<file path="config.mk">
export PLATFORM = sky130hd
export DESIGN_NAME = regbus_arbiter_flat
export DESIGN_NICKNAME = d
export VERILOG_FILES = /design/src/rtl/regbus_arbiter_if.sv /design/src/rtl/regbus_arbiter.sv /design/src/flat_wrapper.sv
export SDC_FILE = /design/constraint.sdc
export NUM_CORES = 1
export LEC_CHECK = 0
export ABC_AREA = 0
export CORE_MARGIN = 2
export CORE_UTILIZATION = 43
export DETAILED_ROUTE_END_ITERATION = 10
export GPL_ROUTABILITY_DRIVEN = 0
export PLACE_DENSITY_LB_ADDON = 0.2
export SYNTH_ARGS = -nofsm -noshare
export SYNTH_HDL_FRONTEND = slang
export SYNTH_SLANG_ARGS = --single-unit
</file>
<file path="constraint.sdc">
create_clock -name clk -period 1.9 [get_ports clk]
set_input_delay 0.38 -clock clk [delete_from_list [all_inputs] [get_ports clk]]
set_output_delay 0.38 -clock clk [all_outputs]
set_load 0.1 [all_outputs]
</file>
<file path="src/rtl/regbus_arbiter_if.sv">
// Request/acknowledge bundle between the two requesters, the arbiter and the register bank.
// The arbiter takes the slave view. The master view is the mirror image.
interface regbus_arbiter_if #(
  parameter int unsigned ADDR_W = 6,
  parameter int unsigned DATA_W = 8
);

  logic              a_req;
  logic              a_we;
  logic [ADDR_W-1:0] a_addr;
  logic [DATA_W-1:0] a_wdata;
  logic              a_ack;
  logic [DATA_W-1:0] a_rdata;

  logic              b_req;
  logic              b_we;
  logic [ADDR_W-1:0] b_addr;
  logic [DATA_W-1:0] b_wdata;
  logic              b_ack;
  logic [DATA_W-1:0] b_rdata;

  logic              reg_read;
  logic              reg_write;
  logic [ADDR_W-1:0] reg_addr;
  logic [DATA_W-1:0] reg_wdata;
  logic [DATA_W-1:0] reg_rdata;

  modport slave (
    input  a_req, a_we, a_addr, a_wdata,
    input  b_req, b_we, b_addr, b_wdata,
    input  reg_rdata,
    output a_ack, a_rdata, b_ack, b_rdata,
    output reg_read, reg_write, reg_addr, reg_wdata
  );

  modport master (
    output a_req, a_we, a_addr, a_wdata,
    output b_req, b_we, b_addr, b_wdata,
    output reg_rdata,
    input  a_ack, a_rdata, b_ack, b_rdata,
    input  reg_read, reg_write, reg_addr, reg_wdata
  );

endinterface

</file>
<file path="src/rtl/regbus_arbiter.sv">
// Two-port round-robin arbiter in front of the single register-bank access port.
// One transaction is in flight at a time. All outputs are registered.
module regbus_arbiter #(
  parameter int unsigned ADDR_W = 6,
  parameter int unsigned DATA_W = 8,
  parameter int unsigned RD_LAT = 1
) (
  input  logic              clk,
  input  logic              rst,
  regbus_arbiter_if.slave   bus,
  output logic              busy,
  output logic              last_grant
);

  localparam int unsigned CNT_W = 3;

  typedef enum logic [1:0] {
    S_IDLE,
    S_ISSUE,
    S_WAIT,
    S_DONE
  } state_t;

  typedef struct packed {
    logic              port;   // 0=A, 1=B
    logic              we;
    logic [ADDR_W-1:0] addr;
    logic [DATA_W-1:0] wdata;
  } xact_t;

  state_t            r_state,      w_state_nxt;
  logic [CNT_W-1:0]  r_cnt,        w_cnt_nxt;
  xact_t             r_xact,       w_xact_nxt;
  logic              r_reg_read,   w_reg_read_nxt;
  logic              r_reg_write,  w_reg_write_nxt;
  logic              r_a_ack,      w_a_ack_nxt;
  logic              r_b_ack,      w_b_ack_nxt;
  logic [DATA_W-1:0] r_a_rdata,    w_a_rdata_nxt;
  logic [DATA_W-1:0] r_b_rdata,    w_b_rdata_nxt;
  logic              r_busy,       w_busy_nxt;
  logic              r_last_grant, w_last_grant_nxt;
  logic              w_pick_b;

  // B wins when it is the only requester, or on a tie when A completed last.
  assign w_pick_b = bus.b_req && (!bus.a_req || !r_last_grant);

  always_ff @(posedge clk) begin
    if (rst) begin
      r_state      <= S_IDLE;
      r_cnt        <= '0;
      r_xact       <= '0;
      r_reg_read   <= 1'b0;
      r_reg_write  <= 1'b0;
      r_a_ack      <= 1'b0;
      r_b_ack      <= 1'b0;
      r_a_rdata    <= '0;
      r_b_rdata    <= '0;
      r_busy       <= 1'b0;
      r_last_grant <= 1'b1;
    end else begin
      r_state      <= w_state_nxt;
      r_cnt        <= w_cnt_nxt;
      r_xact       <= w_xact_nxt;
      r_reg_read   <= w_reg_read_nxt;
      r_reg_write  <= w_reg_write_nxt;
      r_a_ack      <= w_a_ack_nxt;
      r_b_ack      <= w_b_ack_nxt;
      r_a_rdata    <= w_a_rdata_nxt;
      r_b_rdata    <= w_b_rdata_nxt;
      r_busy       <= w_busy_nxt;
      r_last_grant <= w_last_grant_nxt;
    end
  end

  // Next-state and next-output logic. Every registered output is computed one cycle early.
  always_comb begin
    w_state_nxt      = r_state;
    w_cnt_nxt        = r_cnt;
    w_xact_nxt       = r_xact;
    w_reg_read_nxt   = 1'b0;
    w_reg_write_nxt  = 1'b0;
    w_a_ack_nxt      = 1'b0;
    w_b_ack_nxt      = 1'b0;
    w_a_rdata_nxt    = r_a_rdata;
    w_b_rdata_nxt    = r_b_rdata;
    w_last_grant_nxt = r_last_grant;

    unique case (r_state)
      S_IDLE: begin
        if (bus.a_req || bus.b_req) begin
          if (w_pick_b) begin
            w_xact_nxt.port  = 1'b1;
            w_xact_nxt.we    = bus.b_we;
            w_xact_nxt.addr  = bus.b_addr;
            w_xact_nxt.wdata = bus.b_wdata;
          end else begin
            w_xact_nxt.port  = 1'b0;
            w_xact_nxt.we    = bus.a_we;
            w_xact_nxt.addr  = bus.a_addr;
            w_xact_nxt.wdata = bus.a_wdata;
          end
          w_reg_write_nxt = w_xact_nxt.we;
          w_reg_read_nxt  = !w_xact_nxt.we;
          w_state_nxt     = S_ISSUE;
        end
      end

      S_ISSUE: begin
        if (r_xact.we) begin
          w_a_ack_nxt      = !r_xact.port;
          w_b_ack_nxt      = r_xact.port;
          w_last_grant_nxt = r_xact.port;
          w_state_nxt      = S_DONE;
        end else begin
          w_cnt_nxt   = CNT_W'(RD_LAT);
          w_state_nxt = S_WAIT;
        end
      end

      // The last WAIT cycle is RD_LAT cycles after ISSUE, so reg_rdata is valid here.
      S_WAIT: begin
        if (r_cnt == CNT_W'(1)) begin
          if (r_xact.port) begin
            w_b_rdata_nxt = bus.reg_rdata;
          end else begin
            w_a_rdata_nxt = bus.reg_rdata;
          end
          w_a_ack_nxt      = !r_xact.port;
          w_b_ack_nxt      = r_xact.port;
          w_last_grant_nxt = r_xact.port;
          w_state_nxt      = S_DONE;
        end else begin
          w_cnt_nxt = r_cnt - CNT_W'(1);
        end
      end

      S_DONE: begin
        w_state_nxt = S_IDLE;
      end

      default: begin
        w_state_nxt = S_IDLE;
      end
    endcase

    w_busy_nxt = (w_state_nxt != S_IDLE);
  end

  assign bus.reg_read  = r_reg_read;
  assign bus.reg_write = r_reg_write;
  assign bus.reg_addr  = r_xact.addr;
  assign bus.reg_wdata = r_xact.wdata;
  assign bus.a_ack     = r_a_ack;
  assign bus.b_ack     = r_b_ack;
  assign bus.a_rdata   = r_a_rdata;
  assign bus.b_rdata   = r_b_rdata;
  assign busy          = r_busy;
  assign last_grant    = r_last_grant;

endmodule

</file>
<file path="src/flat_wrapper.sv">
// flat-port wrapper written by rule: the top's interface ports become plain ports
module regbus_arbiter_flat 
#(
  parameter int unsigned ADDR_W = 6,
  parameter int unsigned DATA_W = 8,
  parameter int unsigned RD_LAT = 1
)
  (clk, rst, busy, last_grant, bus_a_req, bus_a_we, bus_a_addr, bus_a_wdata, bus_b_req, bus_b_we, bus_b_addr, bus_b_wdata, bus_reg_rdata, bus_a_ack, bus_a_rdata, bus_b_ack, bus_b_rdata, bus_reg_read, bus_reg_write, bus_reg_addr, bus_reg_wdata);
  regbus_arbiter_if #(.ADDR_W(ADDR_W), .DATA_W(DATA_W)) bus_i ();
  input  logic clk;
  input  logic rst;
  output logic busy;
  output logic last_grant;
  input wire logic [$bits(bus_i.a_req)-1:0] bus_a_req;
  input wire logic [$bits(bus_i.a_we)-1:0] bus_a_we;
  input wire logic [$bits(bus_i.a_addr)-1:0] bus_a_addr;
  input wire logic [$bits(bus_i.a_wdata)-1:0] bus_a_wdata;
  input wire logic [$bits(bus_i.b_req)-1:0] bus_b_req;
  input wire logic [$bits(bus_i.b_we)-1:0] bus_b_we;
  input wire logic [$bits(bus_i.b_addr)-1:0] bus_b_addr;
  input wire logic [$bits(bus_i.b_wdata)-1:0] bus_b_wdata;
  input wire logic [$bits(bus_i.reg_rdata)-1:0] bus_reg_rdata;
  output wire logic [$bits(bus_i.a_ack)-1:0] bus_a_ack;
  output wire logic [$bits(bus_i.a_rdata)-1:0] bus_a_rdata;
  output wire logic [$bits(bus_i.b_ack)-1:0] bus_b_ack;
  output wire logic [$bits(bus_i.b_rdata)-1:0] bus_b_rdata;
  output wire logic [$bits(bus_i.reg_read)-1:0] bus_reg_read;
  output wire logic [$bits(bus_i.reg_write)-1:0] bus_reg_write;
  output wire logic [$bits(bus_i.reg_addr)-1:0] bus_reg_addr;
  output wire logic [$bits(bus_i.reg_wdata)-1:0] bus_reg_wdata;
  assign bus_i.a_req = bus_a_req;
  assign bus_i.a_we = bus_a_we;
  assign bus_i.a_addr = bus_a_addr;
  assign bus_i.a_wdata = bus_a_wdata;
  assign bus_i.b_req = bus_b_req;
  assign bus_i.b_we = bus_b_we;
  assign bus_i.b_addr = bus_b_addr;
  assign bus_i.b_wdata = bus_b_wdata;
  assign bus_i.reg_rdata = bus_reg_rdata;
  assign bus_a_ack = bus_i.a_ack;
  assign bus_a_rdata = bus_i.a_rdata;
  assign bus_b_ack = bus_i.b_ack;
  assign bus_b_rdata = bus_i.b_rdata;
  assign bus_reg_read = bus_i.reg_read;
  assign bus_reg_write = bus_i.reg_write;
  assign bus_reg_addr = bus_i.reg_addr;
  assign bus_reg_wdata = bus_i.reg_wdata;
  regbus_arbiter #(.ADDR_W(ADDR_W), .DATA_W(DATA_W), .RD_LAT(RD_LAT)) u_core (.clk(clk), .rst(rst), .bus(bus_i), .busy(busy), .last_grant(last_grant));
endmodule
</file>
==> results of run 1 <==
-- cell families after synthesis --
| logic type | after synthesis |
|---|---|
| fa+ha+maj | 6 |
| flops | 43 |
| buf+inv | 37 |
| mux | 15 |
| compound gates | 71 |
| simple gates | 47 |
-- flip-flops by register name, indices dropped and copies added, names as in the netlist --
signal	flops
u_core.bus.a_rdata	8
u_core.bus.b_rdata	8
u_core.bus.reg_wdata	8
u_core.bus.reg_addr	6
u_core.r_cnt	3
u_core.r_state	2
u_core.r_xact	2
u_core.bus.a_ack	1
u_core.bus.b_ack	1
u_core.bus.reg_read	1
u_core.bus.reg_write	1
u_core.busy	1
u_core.last_grant	1
-- Yosys cell counts (all sizes together) --
library cell / instances / area (um2)
nand2: 26 / 97.6
nor4bb: 1 / 10.0
a21boi: 2 / 18.8
nor4b: 1 / 8.76
nor2b: 3 / 18.8
a2111o: 1 / 11.3
o31ai: 1 / 7.51
a22o: 1 / 8.76
ha: 6 / 75.1
nor2: 1 / 3.75
nor3: 5 / 25.0
and3b: 1 / 8.76
nand4: 1 / 6.26
o21ai: 27 / 135
nand4b: 2 / 17.5
o211ai: 1 / 7.51
clkbuf: 7 / 26.3
inv: 10 / 37.5
a21bo: 1 / 10.0
o21a: 1 / 8.76
dfxtp: 43 / 861
a22oi: 1 / 7.51
and4b: 1 / 10.0
mux2i: 15 / 150
buf: 20 / 156
a21oi: 34 / 170
a211oi: 1 / 7.51
nand3b: 1 / 7.51
nand2b: 1 / 6.26
and3: 3 / 18.8
-- layout make-up --
class,count,share of cell area [%]
Sequential cell,43,32.0
Multi-Input combinational cell,139,31.8
Timing Repair Buffer,87,28.5
Clock buffer,6,2.70
Tap cell,52,2.42
Inverter,10,1.39
Clock inverter,1,1.12
-- critical path, stage by stage (launching register included) --
cell	delay (ns)
dfxtp_1	0.38
inv_1	0.09
ha_1	0.28
buf_4	0.19
a22o_1	0.22
nor3_1	0.22
o31ai_1	0.13
-- metrics by stage --
step / instance area [um2] / power [mW]
floorplan: 1940 / 3.27
global placement: 2590 / 3.62
detailed placement: 2590 / 3.65
CTS: 2690 / 4.33
global route: 2690 / 4.51
finish: 2690 / 4.30
-- layer usage --
metal / GRT usage [%] / part of all wire, %
met1: 22.6 / 44
met2: 30.0 / 49
met3: 4.27 / 5.0
met5: 0 / 0
met4: 6.92 / 1.7
-- final timing paths --
path | end | slack [ns] | depth (start not counted)
worst max-delay path | u_core.busy | 0.27 | 6
worst max register to register | u_core.busy | 0.27 | 6
worst min-delay path | u_core.bus.b_rdata[3] | 0.46 | 2
worst min register to register | u_core.bus.b_rdata[3] | 0.46 | 2
-- power by group through the flow --
stage	logic, mW	clock network, mW	registers [mW]
floorplan	1.70	0	1.58
CTS	2.37	0.696	1.26
global route	2.50	0.721	1.29
global placement	2.34	0	1.28
detailed placement	2.37	0	1.28
finish	2.36	0.674	1.26
==> impl_metrics.csv, run 1 <==
group,metric,value,unit
synth,netlist_instances,219,
power_and_ir_drop,p_seq_share,29.4,%
power_and_ir_drop,combPwrFrac,55.0,%
global_routing,overflow,0,
setup_path,r2r-start,"u_core.r_state[0]",
sta,post-route-min-period,1.63,ns
die,die_y,71.1,um
die,die_w,71.1,um
die,die_area,0.00506,mm2
setup_path,cp.arrival,1.79,ns
clock_network,clk_pin_slew,0.08,ns
power_and_ir_drop,p_per_area,1600,mW/mm2
finish,fin_cells,338,
sta,fmax,612,MHz
setup_path,crit_start,"u_core.r_state[0]",
power_and_ir_drop,power.share.clock,15.7,%
setup_path,critPathLaunchType,"flip-flop",
placement,placed_cells,331,
global_routing,grtUsageTotal,18.0,%
hold_path,min-delay-start,"u_core.bus.b_rdata[3]",
power_and_ir_drop,leakage,1.11,nW
power_and_ir_drop,netSwitchingFraction,50.7,%
hold_path,hold_class,"reg -> reg",
detailed_routing,drtPass1Iterations,4,
sta,postLayoutSetupSlackWorst,0.267,ns
clock_network,hold_buffers,0,
synth,synth_fp_nets,267,
finish,drive_above_1_share,19.2,%
synth,synth_top_family_by_area,"compound AO/OA/AOI/OAI gates",
finish,nets,334,
clock_network,cts_max_path_buffers,2,
global_routing,grt_pass1_vias,1677,
setup_path,worstSetupEndpointType,"flip-flop",
setup_path,crit_type,"reg -> reg",
finish,postLayoutCoreUtil,61.8,%
outcome,status,"complete, no violations",
setup_path,cp.required,2.05,ns
finish,fillers,389,
detailed_routing,final_antenna_net_count,0,
synth,synth_compound_gate_area_share,20.3,%
power_and_ir_drop,ir_worst_vdd,0.943,mV
synth,avgSynthCellArea,8.85,um2
detailed_routing,num_vias,1708,
sta,fin_crit_sh,85.9,%
placement,place_ws,0.113,ns
synth,synthAdderAreaFrac,3.87,%
sta,hold_ws,0.456,ns
clock_network,clock-sinks,43,
power_and_ir_drop,p_sw,2.18,mW
sta,tns,0,ns
clock_network,cts_tree,"done",
sta,relSlewSlack,65.8,%
die,std_cell_rows,24,
flow_run,drv_cap,0,
clock_network,insertion_delay,0.29,ns
global_routing,grt_max_degree,32,
finish,multi_input_area,857,um2
clock_network,htree_levels,2,
detailed_routing,wl,4310,um
finish,final_cell_mix,"buf_4, dfxtp_1, clkdlybuf4s50_1",
die,pin_count,78,
clock_network,post_cts_buffers,0,
sta,maxSlewViolCount,0,
sta,finalHoldViolations,0,
synth,synthDistinctLibCells,35,
clock_network,cts_resized,0,
synth,synth_mux_area_share,7.75,%
finish,area_delta_synth_final,38.9,%
sta,tightest_slew,0.512,ns
finish,diodes,0,
detailed_routing,drc_errors,0,
synth,synth_warnings,0,
synth,ys_seq_elements,43,
sta,finalSetupViolCount,0,
detailed_routing,via_per_inst,5.05,
die,start_util,44.5,%
sta,rsz0062_at_grt,"false",
power_and_ir_drop,p_int,2.12,mW
global_routing,grt_pass1_wl,7400,um
placement,hpwlAfterDp,3230,um
sta,fin_worst_skew,0.00721,ns
finish,seq_area,861,um2
synth,synthXorXnorAreaFrac,0,%
finish,layout_commonest_cell,"buf_4",
detailed_routing,drt-initial-drc-count,96,
detailed_routing,wire_per_inst,12.8,um
die,core,0.00435,mm2
synth,synthSimpleGateAreaFrac,12.3,%
placement,io_buffers,77,
synth,yosysSeqAreaShare,44.4,%
setup_path,critPathMaxFanout,8,
global_routing,grt_antenna_before_repair,0,
synth,syn-cell-area,0.00194,mm2
clock_network,cts_buffers,5,
clock_network,cts-root-buf,"clkbuf_8",
(Power assumes the default switching activity.)
==> run 2, diff against run 1 <==
- HOLD_SLACK_MARGIN: not set -> 0.1
==> results of run 2 <==
Same layout as run 1: the final DEF is identical, and so are final timing and power.
==> patch: new RTL, config.mk and constraints of run 2 <==
Re-encode `state_t` (4 states) as Gray code, 2 bits wide.
--- a/src/rtl/regbus_arbiter.sv
+++ b/src/rtl/regbus_arbiter.sv
@@ -15,10 +15,10 @@
   localparam int unsigned CNT_W = 3;
 
   typedef enum logic [1:0] {
-    S_IDLE,
-    S_ISSUE,
-    S_WAIT,
-    S_DONE
+    S_IDLE  = 2'b00,
+    S_ISSUE = 2'b01,
+    S_WAIT  = 2'b11,
+    S_DONE  = 2'b10
   } state_t;
 
   typedef struct packed {
Formal check against the unedited RTL: no difference found for any inputs over 10 cycles, from zero or initial values and one cycle with rst high; not proved beyond that.
==> patch against run 2 <==
- cell area grew 0.79%
- area after synthesis grew 3.0%
- non-clock buffer count shrank 1
- setup slack gained 0.071 ns
- wire length shrank 0.81%
- sequential cell count is the same
- critical path type unchanged
- critical endpoint is now u_core.bus.a_rdata[6]
- largest cell class is now multi-input combinational cells
Power is not compared: it rests on default switching activity, and its combinational part moved more than twofold at a synthesized area within 25%.
==> patch: results (changes against run 2) <==
Status - complete, no violations
Vias in the first global route - 1636 (-2.4%)
Sequential fraction of the synthesis area - 43.1% (-1.3 points)
First-pass GRT wire length - 7090 um (-4.2%)
Layout cell share with drive strength beyond 1 - 23.7% (+4.4 points)
Reg2Reg Depth - 5 (-1)
DR iter-0 viols - 69 (-28%)
Largest cells by area after synthesis - dfxtp_1, nand2_1, mux2i_1, a311oi_2, buf_4
DR vias - 1676 (-1.9%)
Met1 wire length - 1850 um (-2.2%)
Met3 Usage GRT - 6.11% (+1.8 points)
Slew HR - 65.6% (-0.28 points)
Met2 GRT Util - 28.1% (-1.9 points)
Pin count of the biggest net entering global routing - 28 (-13%)
Post-Synth Adder-Cell Area - 1.25% (-2.6 points)
Post-Place Setup Slack - 0.165 ns (+0.0525 ns)
Synth Area in Compound Gates - 19.4% (-0.84 points)
Worst R2R Setup Slack - 0.34 ns (+0.07 ns)
Met2 wire len - 2020 um (-5.0%)
All-Layer GR Usage - 17.3% (-0.73 points)
Post-route minimum period - 1.56 ns (-0.0710 ns)
List of most frequent post-synthesis cells - nand2_1, dfxtp_1, a21oi_1
Met3 Wirelength - 335 um (+54%)
Post-Place Cells - 323 (-2.4%)
Post-synthesis mux area share - 9.03% (+1.3 points)
Post-Syn Area per Cell - 9.28 um^2 (+4.9%)
Area of placed instances - 0.00263 mm^2 (+1.5%)
DP HPWL - 3160 um (-2.2%)
Hold_ws - 0.459 ns (+0.00329 ns)
## patch: final timing paths
| kind | from | to |
|---|---|---|
| max | u_core.r_cnt[1] | u_core.bus.a_rdata[6] |
| min | u_core.bus.a_rdata[4] | u_core.bus.a_rdata[4] |
| max reg2reg | u_core.r_cnt[1] | u_core.bus.a_rdata[6] |
| min reg2reg | u_core.bus.a_rdata[4] | u_core.bus.a_rdata[4] |
## patch: area by class of cell
cell class | instances | area share [%]
clock buffer | 6 | 2.68
clock inverter | 2 | 0.461
inverter | 5 | 0.692
multi-input combinational | 137 | 33.5
sequential | 43 | 31.7
tap | 52 | 2.40
timing repair buffer | 86 | 28.5
## patch: power breakdown
group          total [mW]  switching (mW)  internal, mW
Clock               0.555           0.299         0.257
Combinational       0.814           0.557         0.257
Sequential           1.01          0.0481         0.966
Total                2.38           0.904          1.48
## patch: critical path, cell delays in order, from the launching register on
cell      delay [ns]
dfxtp_1         0.33
inv_1           0.07
ha_1            0.22
and4b_1         0.24
nand2b_1        0.39
mux2i_1         0.24
